[src/rtl/vga_pkg.sv]
// Shared state encoding and default frame-buffer geometry for the VGA frame-buffer arbiter.
package vga_pkg;

    typedef enum logic [1:0] {
        WAIT_FRAME = 2'd0,
        RUN        = 2'd1,
        DONE       = 2'd2
    } fb_state_t;

    localparam int FB_WIDTH  = 320;
    localparam int FB_HEIGHT = 240;
    localparam int FB_PIXELS = FB_WIDTH * FB_HEIGHT;
    localparam int FB_ADDR_W = 17;
    localparam int FB_DATA_W = 12;

endpackage

[src/rtl/vga_pf_fifo.sv]
// Synchronous prefetch FIFO (DEPTH x DATA_W, DEPTH a power of 2) with flush and occupancy count.
module vga_pf_fifo #(
    parameter int DEPTH  = 4,
    parameter int DATA_W = 12
) (
    input  logic                       clk,
    input  logic                       reset,
    input  logic                       i_flush,
    input  logic                       i_push,
    input  logic                       i_pop,
    input  logic [DATA_W-1:0]          i_wdata,
    output logic [DATA_W-1:0]          o_rdata,
    output logic                       o_empty,
    output logic [$clog2(DEPTH):0]     o_count
);

    localparam int AW = $clog2(DEPTH);
    localparam logic [AW:0] C_FULL = (AW+1)'(DEPTH);

    logic [DATA_W-1:0] r_mem [DEPTH];
    logic [AW-1:0]     r_wptr;
    logic [AW-1:0]     r_rptr;
    logic [AW:0]       r_count;
    logic              w_do_pop;
    logic              w_do_push;

    assign w_do_pop  = i_pop && (r_count != '0) && !i_flush;
    assign w_do_push = i_push && !i_flush && ((r_count != C_FULL) || w_do_pop);

    always_ff @(posedge clk) begin
        if (!reset || i_flush) begin
            r_wptr  <= '0;
            r_rptr  <= '0;
            r_count <= '0;
        end else begin
            if (w_do_push) r_wptr <= r_wptr + 1'b1;
            if (w_do_pop)  r_rptr <= r_rptr + 1'b1;
            if (w_do_push && !w_do_pop)      r_count <= r_count + 1'b1;
            else if (w_do_pop && !w_do_push) r_count <= r_count - 1'b1;
        end
    end

    always_ff @(posedge clk) begin
        if (w_do_push) r_mem[r_wptr] <= i_wdata;
    end

    // Head is masked while empty so a stale entry never shows on pix_data.
    assign o_rdata = (r_count != '0) ? r_mem[r_rptr] : '0;
    assign o_empty = (r_count == '0);
    assign o_count = r_count;

endmodule

[src/rtl/vga_fb_arbiter.sv]
// Single-port frame-buffer arbiter: display prefetch vs. pixel writer, with prefetch FIFO.
// Optional sticky underrun detection is built only when FB_ARB_UNDERRUN_EN is defined.
//
// state      | meaning
// WAIT_FRAME | no frame active; writer owns the RAM every cycle
// RUN        | fetching pixels 0..FB_SIZE-1 into the FIFO, writer gets spare slots
// DONE       | whole frame fetched; writer owns the RAM until the next frame_start
module vga_fb_arbiter
    import vga_pkg::*;
#(
    parameter int ADDR_W   = FB_ADDR_W,
    parameter int DATA_W   = FB_DATA_W,
    parameter int FB_SIZE  = FB_PIXELS,
    parameter int PF_DEPTH = 4,
    parameter int LOW_WM   = 1
) (
    input  logic              clk,
    input  logic              reset,
    input  logic              frame_start,
    input  logic              pix_rd,
    output logic [DATA_W-1:0] pix_data,
    output logic              pix_avail,
    input  logic              wr_valid,
    output logic              wr_ready,
    input  logic [ADDR_W-1:0] wr_addr,
    input  logic [DATA_W-1:0] wr_data,
    output logic              mem_en,
    output logic              mem_we,
    output logic [ADDR_W-1:0] mem_addr,
    output logic [DATA_W-1:0] mem_wdata,
    input  logic [DATA_W-1:0] mem_rdata,
    output logic              underrun
);

    localparam int CW = $clog2(PF_DEPTH) + 1;
    localparam logic [CW:0]       C_LOW_WM = (CW+1)'(LOW_WM);
    localparam logic [CW:0]       C_DEPTH  = (CW+1)'(PF_DEPTH);
    localparam logic [ADDR_W-1:0] C_LAST   = ADDR_W'(FB_SIZE - 1);

    fb_state_t         r_state;
    logic [ADDR_W-1:0] r_fetch_addr;
    logic              r_rd_pend;
    logic [CW-1:0]     w_count;
    logic [CW:0]       w_level;
    logic              w_fetch;
    logic              w_wgrant;
    logic              w_write;
    logic              w_empty;
    logic              w_push;

    assign w_level = (CW+1)'(w_count) + (CW+1)'(r_rd_pend);

    always_comb begin
        w_fetch  = 1'b0;
        w_wgrant = 1'b0;
        if (reset) begin
            case (r_state)
                RUN: begin
                    if (w_level <= C_LOW_WM)  w_fetch  = 1'b1;
                    else if (wr_valid)        w_wgrant = 1'b1;
                    else if (w_level < C_DEPTH) w_fetch = 1'b1;
                end
                default: w_wgrant = 1'b1;
            endcase
            // A fetch launched alongside frame_start would return into the flushed FIFO.
            if (frame_start) w_fetch = 1'b0;
        end
    end

    assign w_write   = w_wgrant && wr_valid;
    assign wr_ready  = w_wgrant;
    assign mem_en    = w_fetch || w_write;
    assign mem_we    = w_write;
    assign mem_addr  = w_write ? wr_addr : (w_fetch ? r_fetch_addr : '0);
    assign mem_wdata = w_write ? wr_data : '0;

    always_ff @(posedge clk) begin
        if (!reset) begin
            r_state      <= WAIT_FRAME;
            r_fetch_addr <= '0;
            r_rd_pend    <= 1'b0;
        end else if (frame_start) begin
            r_state      <= RUN;
            r_fetch_addr <= '0;
            r_rd_pend    <= 1'b0;
        end else begin
            r_rd_pend <= w_fetch;
            if (w_fetch) begin
                r_fetch_addr <= r_fetch_addr + 1'b1;
                if (r_fetch_addr == C_LAST) r_state <= DONE;
            end
        end
    end

    assign w_push = r_rd_pend && !frame_start;

    vga_pf_fifo #(
        .DEPTH  (PF_DEPTH),
        .DATA_W (DATA_W)
    ) u_pf_fifo (
        .clk     (clk),
        .reset   (reset),
        .i_flush (frame_start),
        .i_push  (w_push),
        .i_pop   (pix_rd),
        .i_wdata (mem_rdata),
        .o_rdata (pix_data),
        .o_empty (w_empty),
        .o_count (w_count)
    );

    assign pix_avail = !w_empty;

`ifdef FB_ARB_UNDERRUN_EN
    logic r_underrun;

    always_ff @(posedge clk) begin
        if (!reset)                   r_underrun <= 1'b0;
        else if (pix_rd && w_empty)   r_underrun <= 1'b1;
    end

    assign underrun = r_underrun;
`else
    assign underrun = 1'b0;
`endif

endmodule

[config.mk]
export PLATFORM = sky130hd
export DESIGN_NAME = vga_fb_arbiter
export DESIGN_NICKNAME = d
export VERILOG_FILES = /design/src/rtl/vga_pkg.sv /design/src/rtl/vga_pf_fifo.sv /design/src/rtl/vga_fb_arbiter.sv
export SDC_FILE = /design/constraint.sdc
export NUM_CORES = 1
export LEC_CHECK = 0
export BUFFER_PORTS_ARGS = -buffer_cell sky130_fd_sc_hd__buf_2
export CAP_MARGIN = 10
export CORE_ASPECT_RATIO = 1.1
export CORE_MARGIN = 5
export CORE_UTILIZATION = 35
export DETAILED_ROUTE_END_ITERATION = 10
export PLACE_DENSITY = 0.7
export SYNTH_ARGS = -nofsm -noshare
export SYNTH_HDL_FRONTEND = slang
export SYNTH_SLANG_ARGS = --single-unit
[constraint.sdc]
create_clock -name clk -period 2.1 [get_ports clk]
set_input_delay 0.315 -clock clk [delete_from_list [all_inputs] [get_ports clk]]
set_output_delay 0.315 -clock clk [all_outputs]
set_load 0.1 [all_outputs]
After elaboration in Yosys (flattened, before gate mapping)
Memory sizes are Yosys's and may differ from the RTL's. A register that Yosys moved wholly into a read port is not among the register bits.
Index checks and enable logic that the tools add are counted.
{"block": "totals", "mem_bits_rw": 48, "inputBits": 46, "reg_bits": 27, "out_inout_bits": 46, "mem_count": 1, "elab_cells": 67}
{"block": "classes", "bitwise": 1, "n_reduce_logical": 24, "mux": 23, "magnitude_cmp": 2, "n_eq_ne": 3, "addsub": 6}
{"name": "u_pf_fifo.r_mem", "words": 4, "word_bits": 12, "rd": 1, "rd_ports_with_merged_regs": 1, "wr": 1, "line_no": "vga_pf_fifo.sv:20", "rtl": "logic [DATA_W-1:0] r_mem [DEPTH];"}
{"op": "17-bit 2-to-1 mux", "n": 2}
{"op": "12-bit 2-to-1 mux", "n": 2}
{"op": "17-bit by 1-bit adder with 17-bit output, second input constant", "n": 1}
{"op": "17-bit == test, second input constant", "n": 1}
{"op": "1-bit 2-to-1 mux", "n": 15}
{"op": "1-bit logical AND", "n": 8}
{"op": "3-bit 2-to-1 mux", "n": 2}
{"op": "2-bit nonzero test", "n": 3}
{"op": "1-bit zero test", "n": 5}
{"op": "2-bit by 1-bit adder with 2-bit output, second input constant", "n": 2}
{"op": "3-bit by 1-bit adder with 4-bit output", "n": 1}
{"op": "4-bit by 1-bit less-or-equal comparator with 1-bit output, second input constant", "n": 1}
{"op": "4-bit by 3-bit < comparator with 1-bit output, second input constant", "n": 1}
{"op": "2-bit 2-to-1 mux", "n": 2}
{"op": "2-bit AND reduction", "n": 2}
{"op": "3-bit by 1-bit adder with 3-bit output, second input constant", "n": 1}
{"op": "3-bit zero test", "n": 1}
{"op": "1-bit logical OR", "n": 3}
{"op": "3-bit inequality test, second input constant", "n": 1}
{"op": "3-bit nonzero test", "n": 1}
{"op": "3-bit by 1-bit subtractor with 3-bit output, second input constant", "n": 1}
{"op": "2-bit by 1-bit == test with 1-bit output, second input constant", "n": 1}
{"op": "2-bit OR reduction", "n": 1}
{"op": "1-bit NOT", "n": 1}

Depth between registers and ports, before layout
Gate-level depths: netlist of run 1.
{"block": "depth", "depth_word": 10, "ltp_mapped": 8, "mapped_depth_nobuf": 8}

Hierarchy
Synthesis of run 1 repeated with hierarchy kept, for this count alone.
{"block": "unflattened", "hier_cells": 283, "area_unflattened_um2": 3578.4}
{"module": "vga_pf_fifo", "area_each_um2": 2307.2, "cells_each": 128, "n_inst": 1, "seq_area_each_um2": 1621.6}
{"module": "vga_fb_arbiter", "area_each_um2": 1271.2, "cells_each": 155, "n_inst": 1, "seq_area_each_um2": 400.4}

Worst setup path before layout of run 1
OpenSTA, ideal clock, no wires.
{"block": "synth_timing", "path_kind": "register to output", "start": "register u_pf_fifo.r_count[0] (netlist: u_pf_fifo.o_count[0])", "end": "output wr_ready", "t_required_ns": 1.785, "slack_ns": -1.943, "arrival_ns": 3.728, "stages_incl_launch_ff": 8, "cell_sequence": "dfxtp_1 ha_1 ha_1 a21boi_1 a21oi_1 clkbuf_1 o21ai_0 a21boi_0"}
{"block": "synth_via", "elab_chain_cells": 5}
{"item": "from (decl)", "line_no": "vga_pf_fifo.sv:23", "rtl": "logic [AW:0] r_count;"}
{"item": "from (signal assigned)", "line_no": "vga_pf_fifo.sv:38", "rtl": "if (w_do_push && !w_do_pop) r_count <= r_count + 1'b1;"}
{"item": "from (signal assigned)", "line_no": "vga_pf_fifo.sv:39", "rtl": "else if (w_do_pop && !w_do_push) r_count <= r_count - 1'b1;"}
{"item": "3-bit by 1-bit adder with 4-bit output", "line_no": "vga_fb_arbiter.sv:51", "rtl": "assign w_level = (CW+1)'(w_count) + (CW+1)'(r_rd_pend);"}
{"item": "4-bit by 1-bit less-or-equal comparator with 1-bit output", "line_no": "vga_fb_arbiter.sv:59", "rtl": "if (w_level <= C_LOW_WM) w_fetch = 1'b1;"}
{"item": "1-bit 2-to-1 mux", "line_no": "vga_fb_arbiter.sv:59"}
{"item": "1-bit 2-to-1 mux", "line_no": "vga_fb_arbiter.sv:57", "rtl": "case (r_state)"}
{"item": "1-bit 2-to-1 mux", "line_no": "vga_fb_arbiter.sv:56", "rtl": "if (reset) begin"}
{"item": "to (decl)", "line_no": "vga_fb_arbiter.sv:24", "rtl": "output logic wr_ready,"}
Every way passes these cells.

Final worst setup path of run 1
{"block": "layout_timing", "start": "register r_rd_pend", "end": "output mem_addr[2]"}
{"block": "layout_via", "elab_chain_cells": 10}
{"item": "from (decl)", "line_no": "vga_fb_arbiter.sv:42", "rtl": "logic r_rd_pend;"}
{"item": "from (signal assigned)", "line_no": "vga_fb_arbiter.sv:87", "rtl": "r_rd_pend <= w_fetch;"}
{"item": "3-bit by 1-bit adder with 4-bit output (*)", "line_no": "vga_fb_arbiter.sv:51"}
{"item": "4-bit by 3-bit < comparator with 1-bit output", "line_no": "vga_fb_arbiter.sv:61", "rtl": "else if (w_level < C_DEPTH) w_fetch = 1'b1;"}
{"item": "1-bit 2-to-1 mux", "line_no": "vga_fb_arbiter.sv:61"}
{"item": "1-bit 2-to-1 mux", "line_no": "vga_fb_arbiter.sv:60", "rtl": "else if (wr_valid) w_wgrant = 1'b1;"}
{"item": "1-bit 2-to-1 mux", "line_no": "vga_fb_arbiter.sv:59"}
{"item": "1-bit 2-to-1 mux", "line_no": "vga_fb_arbiter.sv:57"}
{"item": "1-bit 2-to-1 mux", "line_no": "vga_fb_arbiter.sv:66", "rtl": "if (frame_start) w_fetch = 1'b0;"}
{"item": "1-bit 2-to-1 mux", "line_no": "vga_fb_arbiter.sv:56"}
{"item": "17-bit 2-to-1 mux", "line_no": "vga_fb_arbiter.sv:74", "rtl": "assign mem_addr = w_write ? wr_addr : (w_fetch ? r_fetch_addr : '0);"}
{"item": "17-bit 2-to-1 mux (*)", "line_no": "vga_fb_arbiter.sv:74"}
{"item": "to (decl)", "line_no": "vga_fb_arbiter.sv:29", "rtl": "output logic [ADDR_W-1:0] mem_addr,"}
Every way passes the cells marked *; elsewhere a longest branch is shown, timed or not.

==> results of run 1 <==
-- flip-flops by register name, summed over array words and instances, names as in the netlist, named ones only --
name,count
r_rd_pend,1
u_pf_fifo.r_mem,48
u_pf_fifo.r_rptr,2
r_fetch_addr,17
u_pf_fifo.r_wptr,2
u_pf_fifo.o_count,3
r_state,2
-- layout by cell type (no fill, tap or decap), types with 2 or more instances in the layout --
cell and count:
edfxtp_1 48, buf_2 46, buf_12 38, dfxtp_1 24, nand2_1 21, buf_4 19
a22o_4 17, buf_6 15, mux2i_1 13, mux4_2 12, nor2b_2 12, and2_4 12
clkbuf_16 12, nand2b_1 9, nor4_1 8, nor2_1 7, inv_1 6, nand3_1 6
a21oi_1 6, nor4b_1 5, o21ai_0 5, ha_1 5, and2_1 4, dfxtp_2 4
and4_1 3, nand4_1 3, o31ai_1 3, or4_1 3, or3_1 3, xor2_1 3
a21boi_4 2, nor2_4 2, xnor2_1 2, ha_4 2, clkinvlp_4 2, clkinv_4 2
-- where the power goes --
part           internal (mW)  switching, mW  total (mW)  leakage [nW]
Clock                  0.928          0.610        1.54         0.139
Combinational          0.254          0.397       0.651          1.31
Sequential              1.61        0.00771        1.62         0.669
Total                   2.80           1.01        3.81          2.12
-- routing by layer --
layer / track usage / up-vias
met5: 0 / -
met4: 0.0529 / 0
li1: - / 1313
met3: 0.0282 / 13
met2: 0.270 / 79
met1: 0.161 / 1337
-- area by class of cell --
class                      instances  area share
tap                              123      0.0269
clock buffer                      10      0.0400
sequential                        77       0.355
multi-input combinational        189       0.322
inverter                           6     0.00393
clock inverter                     6      0.0125
timing repair buffer             121       0.241
-- through the flow --
| step | hold WS (ps) | worst slack (ps) | setup TNS [ps] |
|---|---|---|---|
| finish | 196 | -404 | -11860 |
| global route | 193 | -479 | -14000 |
| CTS | 184 | -402 | -12140 |
| detailed placement | 477 | -45.7 | -682 |
| global placement | 456 | -17.5 | -44.6 |
| floorplan | 414 | -379 | -475 |
-- path summary, 6_finish.rpt --
check | endpoint | depth (start not counted)
worst max register to register | u_pf_fifo.o_count[2] | 9
worst min register to register | r_state[1] | 1
worst min-delay path | u_pf_fifo.r_mem[2][11] | 1
worst max-delay path | mem_addr[2] | 9
-- cell families after synthesis --
logic type	count (synthesis)	share of synthesized area
and+or+nand+nor	111	0.187
DFF	77	0.558
xor gates and xnor gates	5	0.0121
buffers and inverters	20	0.0231
AOI/OAI and AO/OA	38	0.0753
muxes	25	0.110
adders and majority gates	9	0.0332
other	1	0.00103
-- repair_timing --
action / CTS / global route
gates cloned: 2 / 3
pin swaps: 6 / 18
resized for setup: 30 / 16
hold buffers: 0 / 0
setup buffers: 7 / 4
endpoints found under the setup margin: 44 / 44
==> reports/results.txt, run 1 <==
HP Start - mem_rdata[11]
RSZ-0062 raised after global routing - true
outcome - complete, but fails checks
Synth Warn # - 0
layout cells sized above 1 - 0.521
relative slew slack - 0.575
synth-to-layout area growth - 58.0%
post-synth top area share - 0.398
number of synthesized register bits - 77
largest cells by area after synthesis - edfxtp_1 40%, dfxtp_1 16%, mux4_2 7.5%, a22o_1 4.1%, mux2i_1 3.6%
gr usage total - 0.144
highest net fanout along the worst path - 8
mapped cell area - 0.00362 mm²
GRT overflow - 0
Setup crit end kind - primary output
Die ar. - 0.0125 mm²
Remaining DRCs - 0
CTS Sinks - 77
largest net degree at the start of global routing - 16
Core Footprint - 0.0102 mm²
top layer in use - met4
Max Cap Viol - 0
CTS max path bufs - 2
PortBufs - 90
final instance area - 0.00573 mm²
Core Util, Final - 0.559
FF-to-FF Start - u_pf_fifo.o_count[0]
Routed Antenna Nets - 0
routed wire length - 8830 µm
Wirelength per Cell - 16.6 µm
top_reg_cell synth - edfxtp_1
DR WL met2 - 4800 µm
fin nets - 459
Yosys cell types - 46
met3 WL - 392 µm
DR iter-0 viols - 78
CTS clk-pin slew, worst paths - 60 ps
Fmax achieved - 0.399 GHz
CP peak stage delay - 350 ps
overall die width - 107 µm
initial antenna violation count - 0
final worst setup slack - -404 ps
ant diodes - 0
Final Power - 3.81 mW
Initial Util - 0.354
H-tree depth - 3
Post-synth ARST share - 0
synth cell count leaders - 48 x edfxtp_1, 29 x dfxtp_1, 22 x nand2_1
global-route wire length before repair - 14,000 µm
ordered cell list for the critical path - ha_4 -> ha_4 -> a21boi_4 -> a21o_1 -> a31oi_4 -> buf_12 -> buf_12 -> a22o_4 -> buf_12
routability congestion estimate from global placement - 0.810
DRT Pass-1 Iters - 4
DP Area - 0.00507 mm²
Peak VDD IR - 0.377 mV
dpl cells - 501
I/O Pins - 92
failing checks - negative setup slack
delay-heaviest family, CP - compound AO/OA/AOI/OAI gates
Chip Height - 117 µm
area occupied by multi-input gates - 0.00184 mm²
vias - 2,742
CTS Buf Count - 9
minimum clock period - 2500 ps
CP Data Arrival Time - 2190 ps
number of synthesized flops with an enable pin - 48
met1 WL - 3510 µm
TritonCTS clock tree - built
vias in the first global route - 2,798
crit path launch type - flip-flop
LEAKAGE - 2.12 nW
final hold vios - 0
Slew @ Worst Pin - 637 ps
Slew Limit Fails - 0
DP HPWL - 5980 µm
Skew-Pair Late Insertion Delay - 330 ps
Post-Syn Area per Cell - 12.7 µm²
Final setup viols - 32
power density cells - 665 mW/mm²
Tcrit/Tclk final - 1.19
count leader, synth - edfxtp_1
Syn Inst Count - 286
register area - 0.00203 mm²
Fill cells - 817
internal reg-to-reg setup slack - 10 ps
Rows - 39
area leader, netlist - edfxtp_1
Max Clock Skew - 7.56 ps
Root Buffer - clkbuf_16
WP data required - 1780 ps
critical path's slowest cell - dfxtp_2
Most common cell on crit path - buf_12
Buf+Inv Stages, Crit Path - 3
Non-Filler Instances - 532
syn nets - 341
via density per instance - 5.15
sequential area share after synthesis - 0.558
Critical path origin - r_rd_pend
worst hold path class - input port to flip-flop
Crit Path Category - flip-flop to primary output
Note: power is estimated with default switching activity, not from simulation.
==> inputs of run 2 (changes only) <==
--- a/config.mk
+++ b/config.mk
@@ -6,7 +6,6 @@
 export NUM_CORES = 1
 export LEC_CHECK = 0
 export BUFFER_PORTS_ARGS = -buffer_cell sky130_fd_sc_hd__buf_2
-export CAP_MARGIN = 10
 export CORE_ASPECT_RATIO = 1.1
 export CORE_MARGIN = 5
 export CORE_UTILIZATION = 35
@@ -14,4 +13,5 @@
 export PLACE_DENSITY = 0.7
 export SYNTH_ARGS = -nofsm -noshare
 export SYNTH_HDL_FRONTEND = slang
+export SYNTH_HIERARCHICAL = 1
 export SYNTH_SLANG_ARGS = --single-unit
==> run 2 against run 1 <==
Compared with the run above:
- the run still ends with negative setup slack left
- fmax increased by 1.6%
- via count decreased by 0.84%
- sequential share of layout area increased by 0.097 points
- synthesized cell count decreased by 1.0%
- clock-buffer cell count decreased by 1
- hold slack got worse by 26 ps
- wire length decreased by 0.53%
- setup slack improved by 40 ps
==> reports/results.txt, run 2 <==
reg2reg path depth - 10
FF-to-FF Start - u_pf_fifo/o_count[0]
layout cells sized above 1 - 0.562
area leader, netlist - edfxtp_1
mapped cell area - 0.00358 mm²
CTS clk-pin slew, worst paths - 90 ps
routability congestion estimate from global placement - 0.821
crit path launch type - flip-flop
overall die width - 106 µm
post-route setup TNS - -10,830 ps
Setup crit end kind - primary output
routed wire length - 8780 µm
top_reg_cell synth - edfxtp_1
power density cells - 572 mW/mm²
Fmax achieved - 0.406 GHz
DR WL met2 - 4510 µm
I/O Pins - 92
CTS max path bufs - 2
Die ar. - 0.0123 mm²
Max Cap Viol - 0
post-synth top area share - 0.403
synth cell count leaders - 48 x edfxtp_1, 29 x dfxtp_1, 23 x nor2_1
number of synthesized flops with an enable pin - 48
syn nets - 338
TritonCTS clock tree - built
synth-to-layout area growth - 59.9%
DRT Pass-1 Iters - 4
vias in the first global route - 2,815
Remaining DRCs - 0
Post-synth ARST share - 0
sequential area share after synthesis - 0.565
Final setup viols - 34
final worst setup slack - -364 ps
fin nets - 456
Wirelength per Cell - 16.7 µm
Crit Path Category - flip-flop to primary output
hold path cells - 1
PortBufs - 90
Core Footprint - 0.00994 mm²
GRT overflow - 0
Place WS - -32.1 ps
final hold vios - 0
Syn Inst Count - 283
Initial Util - 0.360
RSZ-0062 raised after global routing - true
Skew-Pair Late Insertion Delay - 350 ps
minimum clock period - 2460 ps
largest net degree at the start of global routing - 23
Max Clock Skew - 8.92 ps
CTS Buf Count - 9
Rows - 38
outcome - complete, but fails checks
Synth Warn # - 6
internal reg-to-reg setup slack - -190 ps
highest net fanout along the worst path - 11
Final Power - 3.27 mW
largest cells by area after synthesis - edfxtp_1 40%, dfxtp_1 16%, mux4_2 7.6%, a22o_1 4.2%, xnor2_1 3.2%
CTS Sinks - 77
DR iter-0 viols - 81
count leader, synth - edfxtp_1
Largest register FFs - 48
gr usage total - 0.140
hold_buf cts - 0
vias - 2,719
via density per instance - 5.17
Chip Height - 116 µm
top layer in use - met4
worst hold path class - input port to flip-flop
worst reg2reg endpoint - u_pf_fifo/o_count[2]
met3 WL - 607 µm
failing checks - negative setup slack
Yosys cell types - 46
commonest non-fill, non-tap cells in the layout - 48 x buf_12, 48 x edfxtp_1, 46 x buf_2
final instance area - 0.00572 mm²
DP HPWL - 5870 µm
number of synthesized register bits - 77
WP data required - 1780 ps
LEAKAGE - 2.11 nW
H-tree depth - 3
initial antenna violation count - 0
Root Buffer - clkbuf_8
HP Start - mem_rdata[9]
Routed Antenna Nets - 0
CP Data Arrival Time - 2150 ps
Peak VDD IR - 0.260 mV
Hold EP - u_pf_fifo/r_mem[3][9]
met1 WL - 3480 µm
largest reg by FF count - u_pf_fifo/r_mem
global-route wire length before repair - 13,500 µm
Slew Limit Fails - 0
Post-Syn Area per Cell - 12.6 µm²
Slew @ Worst Pin - 633 ps
relative slew slack - 0.578
Tcrit/Tclk final - 1.17
DP Area - 0.00523 mm²
ant diodes - 0
==> run 2: cell count changes after synthesis, sizes merged, moves of 4 or more <==
cell and change:
mux2i -11, nor3 +4, xnor2 +11, nand2 -8, nand2b -7, nor2 +14
==> run 2: final cells by class <==
cell class / count / area [µm²]
well taps: 120 / 150
clock buffers: 9 / 124
flip-flops and latches: 77 / 2030
clock inverters: 7 / 71.3
inverters: 4 / 17.5
multi-input cells: 187 / 1850
repair buffers: 122 / 1480
fillers: 781 / 4220
==> run 2: power by group <==
part | total, mW | switching [mW] | internal, mW
Combinational | 0.574 | 0.350 | 0.224
Clock | 1.09 | 0.621 | 0.468
Sequential | 1.61 | 0.00485 | 1.61
==> run 2: worst max-delay path, cell delays in order, from the launching register on <==
cell	delay [ps]
dfxtp_4	370
ha_4	140
ha_4	140
and2_4	140
a21oi_4	60
nor3b_2	240
nor2_4	100
clkbuf_16	180
a22o_4	260
buf_12	160
==> run 2: worst max path at each step <==
stage,startpoint,end,slack [ps]
CTS,u_pf_fifo/o_count[0],mem_wdata[0],-370
global route,u_pf_fifo/o_count[2],mem_addr[16],-470
floorplan,flip-flop,pix_data[8],-490
detailed placement,u_pf_fifo/o_count[0],mem_en,-30
finish,u_pf_fifo/o_count[0],mem_addr[16],-360
global placement,u_pf_fifo/o_count[0],mem_en,-10
==> run 2: kinds of logic after synthesis <==
kind of cell / Yosys count / synth area share
AND/OR/NAND/NOR: 112 / 0.181
flip-flops: 77 / 0.565
AO/OA/AOI/OAI: 35 / 0.0738
buffers and inverters: 19 / 0.0252
XOR/XNOR: 16 / 0.0392
multiplexers: 14 / 0.0811
adder cells (fa/ha/maj): 9 / 0.0336
other: 1 / 0.00105
==> run 2: repair_timing <==
item	in CTS	in global routing
endpoints found under the setup margin	32	49
pin swaps	9	9
resized for setup	13	21
hold endpoints to repair	0	0
cloned	1	2
buffers inserted	4	7
==> run 2: routing by layer <==
layer / track usage / vias up
met3: 0.0518 / 16
li1: - / 1288
met2: 0.237 / 95
met1: 0.162 / 1320
met5: 0 / -
met4: 0.0512 / 0
==> run 2: per-stage QoR <==
stage,std cells,util,hold slack (ps)
4_1_cts,517,0.556,140
5_1_grt,526,0.576,139
3_5_place_dp,496,0.527,461
2_1_floorplan,283,-,414
3_3_place_gp,496,0.527,444
6_report,526,0.576,170
==> inputs of run 3 (changes only) <==
--- a/config.mk
+++ b/config.mk
@@ -6,11 +6,11 @@
 export NUM_CORES = 1
 export LEC_CHECK = 0
 export BUFFER_PORTS_ARGS = -buffer_cell sky130_fd_sc_hd__buf_2
-export CORE_ASPECT_RATIO = 1.1
 export CORE_MARGIN = 5
-export CORE_UTILIZATION = 35
+export CORE_UTILIZATION = 45
 export DETAILED_ROUTE_END_ITERATION = 10
-export PLACE_DENSITY = 0.7
+export PLACE_DENSITY = 0.83
+export RECOVER_POWER = 100
 export SYNTH_ARGS = -nofsm -noshare
 export SYNTH_HDL_FRONTEND = slang
 export SYNTH_HIERARCHICAL = 1
==> run 3 against run 2 <==
Compared with the run above:
- the run still ends with negative setup slack left
- clock-buffer cell count unchanged
- clock power decreased by 6%
- die area decreased by 20%
- global-route usage increased by 4.9 points
- sequential cell count unchanged
- first-iteration DRC count increased by 100%
- fmax increased by 0.61%
- via count about the same
- combinational power decreased by 1%
- final cell count decreased by 4.0%
- critical path depth unchanged
- critical endpoint is now mem_wdata[8]
- largest power group unchanged
==> reports/results.txt, run 3 (synthesis results as in run 2) <==
Setup crit end kind - primary output
highest net fanout along the worst path - 9
DR iter-0 viols - 165
relative slew slack - 0.580
final hold vios - 0
I/O Pins - 92
Crit Path Category - flip-flop to primary output
LEAKAGE - 2.02 nW
critical path's slowest cell - dfxtp_2
most common cell after layout, fill and taps aside - edfxtp_1
Max Clock Skew - 11.1 ps
Root Buffer - clkbuf_8
Final Power - 3.20 mW
ant diodes - 0
delay-heaviest family, CP - simple AND/OR/NAND/NOR gates
synth-to-layout area growth - 54.0%
Remaining DRCs - 0
vias - 2,720
RSZ-0062 raised after global routing - true
GRT overflow - 0
initial antenna violation count - 0
CP peak stage delay - 350 ps
commonest non-fill, non-tap cells in the layout - 48 x edfxtp_1, 34 x buf_2, 34 x buf_12
layout cells sized above 1 - 0.526
Wirelength per Cell - 18.3 µm
largest reg by FF count - u_pf_fifo/r_mem
Routed Antenna Nets - 0
crit path launch type - flip-flop
global-route wire length before repair - 14,600 µm
Peak VDD IR - 0.299 mV
final worst setup slack - -349 ps
CP Data Arrival Time - 2130 ps
gr usage total - 0.188
Place WS - -52.5 ps
worst hold path class - input port to flip-flop
overall die width - 99.2 µm
routability congestion estimate from global placement - 0.811
CTS Sinks - 77
largest net degree at the start of global routing - 16
DP HPWL - 5910 µm
Core Footprint - 0.00773 mm²
Tcrit/Tclk final - 1.17
Initial Util - 0.463
CTS Buf Count - 9
CTS max path bufs - 2
Largest register FFs - 48
hold_buf cts - 0
ordered cell list for the critical path - ha_4 -> ha_4 -> and2_4 -> a21oi_4 -> nor3b_4 -> nor2_4 -> buf_6 -> and2_4 -> buf_12
Buf+Inv Stages, Crit Path - 2
power density cells - 581 mW/mm²
CTS clk-pin slew, worst paths - 90 ps
Fill cells - 484
WP data required - 1780 ps
Slew @ Worst Pin - 630 ps
outcome - complete, but fails checks
Chip Height - 99.2 µm
minimum clock period - 2450 ps
Core Util, Final - 0.713
Rows - 32
Skew-Pair Late Insertion Delay - 350 ps
Slew Limit Fails - 0
Final setup viols - 35
routed wire length - 9230 µm
Die ar. - 0.00984 mm²
PortBufs - 90
via density per instance - 5.39
DRT Pass-1 Iters - 4
Fmax achieved - 0.408 GHz
failing checks - negative setup slack
TritonCTS clock tree - built
vias in the first global route - 2,999
fin nets - 453
H-tree depth - 3
Max Cap Viol - 0
-- run 3: layout make-up --
| type | count | area [µm²] | share of cell area |
|---|---|---|---|
| Sequential cell | 77 | 2040 | 0.370 |
| Timing Repair Buffer | 119 | 1310 | 0.238 |
| Clock inverter | 7 | 56.3 | 0.0102 |
| Clock buffer | 9 | 124 | 0.0225 |
| Tap cell | 102 | 128 | 0.0232 |
| Multi-Input combinational cell | 187 | 1840 | 0.333 |
| Inverter | 4 | 15.0 | 0.00272 |
-- run 3: metrics by stage --
step                area (µm²)  std cells  setup TNS (ps)  hold WS, ps
finish                    5510        505          -10600          219
global route              5510        505          -13270          192
CTS                       5390        500           -9990          163
detailed placement        4990        475            -616          462
global placement          4990        475               0          443
floorplan                 3910        283           -3960          414
-- run 3: path summary, 6_finish.rpt --
check	from	endpoint	slack (ps)	depth (start not counted)
worst max-delay path	r_rd_pend	mem_wdata[8]	-350	9
worst min-delay path	mem_rdata[3]	u_pf_fifo/r_mem[1][3]	220	1
worst max register to register	u_pf_fifo/o_count[0]	u_pf_fifo/o_count[2]	-130	10
worst min register to register	r_state[1]	r_state[1]	530	2
-- run 3: timing repair --
item / in CTS / in global routing
setup buffers: 7 / 4
endpoints found under the setup margin: 47 / 50
gates resized for setup: 46 / 15
gates cloned: 2 / 2
pin swaps: 18 / 12
-- run 3: power breakdown --
group | total, mW | internal (mW) | switching [mW]
Sequential | 1.61 | 1.60 | 0.00597
Combinational | 0.567 | 0.215 | 0.352
Clock | 1.02 | 0.446 | 0.579
-- run 3: layer usage --
layer / wire (µm) / GRT usage
met5: 0 / 0
met4: 212 / 0.0798
met3: 494 / 0.0512
met2: 5060 / 0.341
met1: 3460 / 0.205
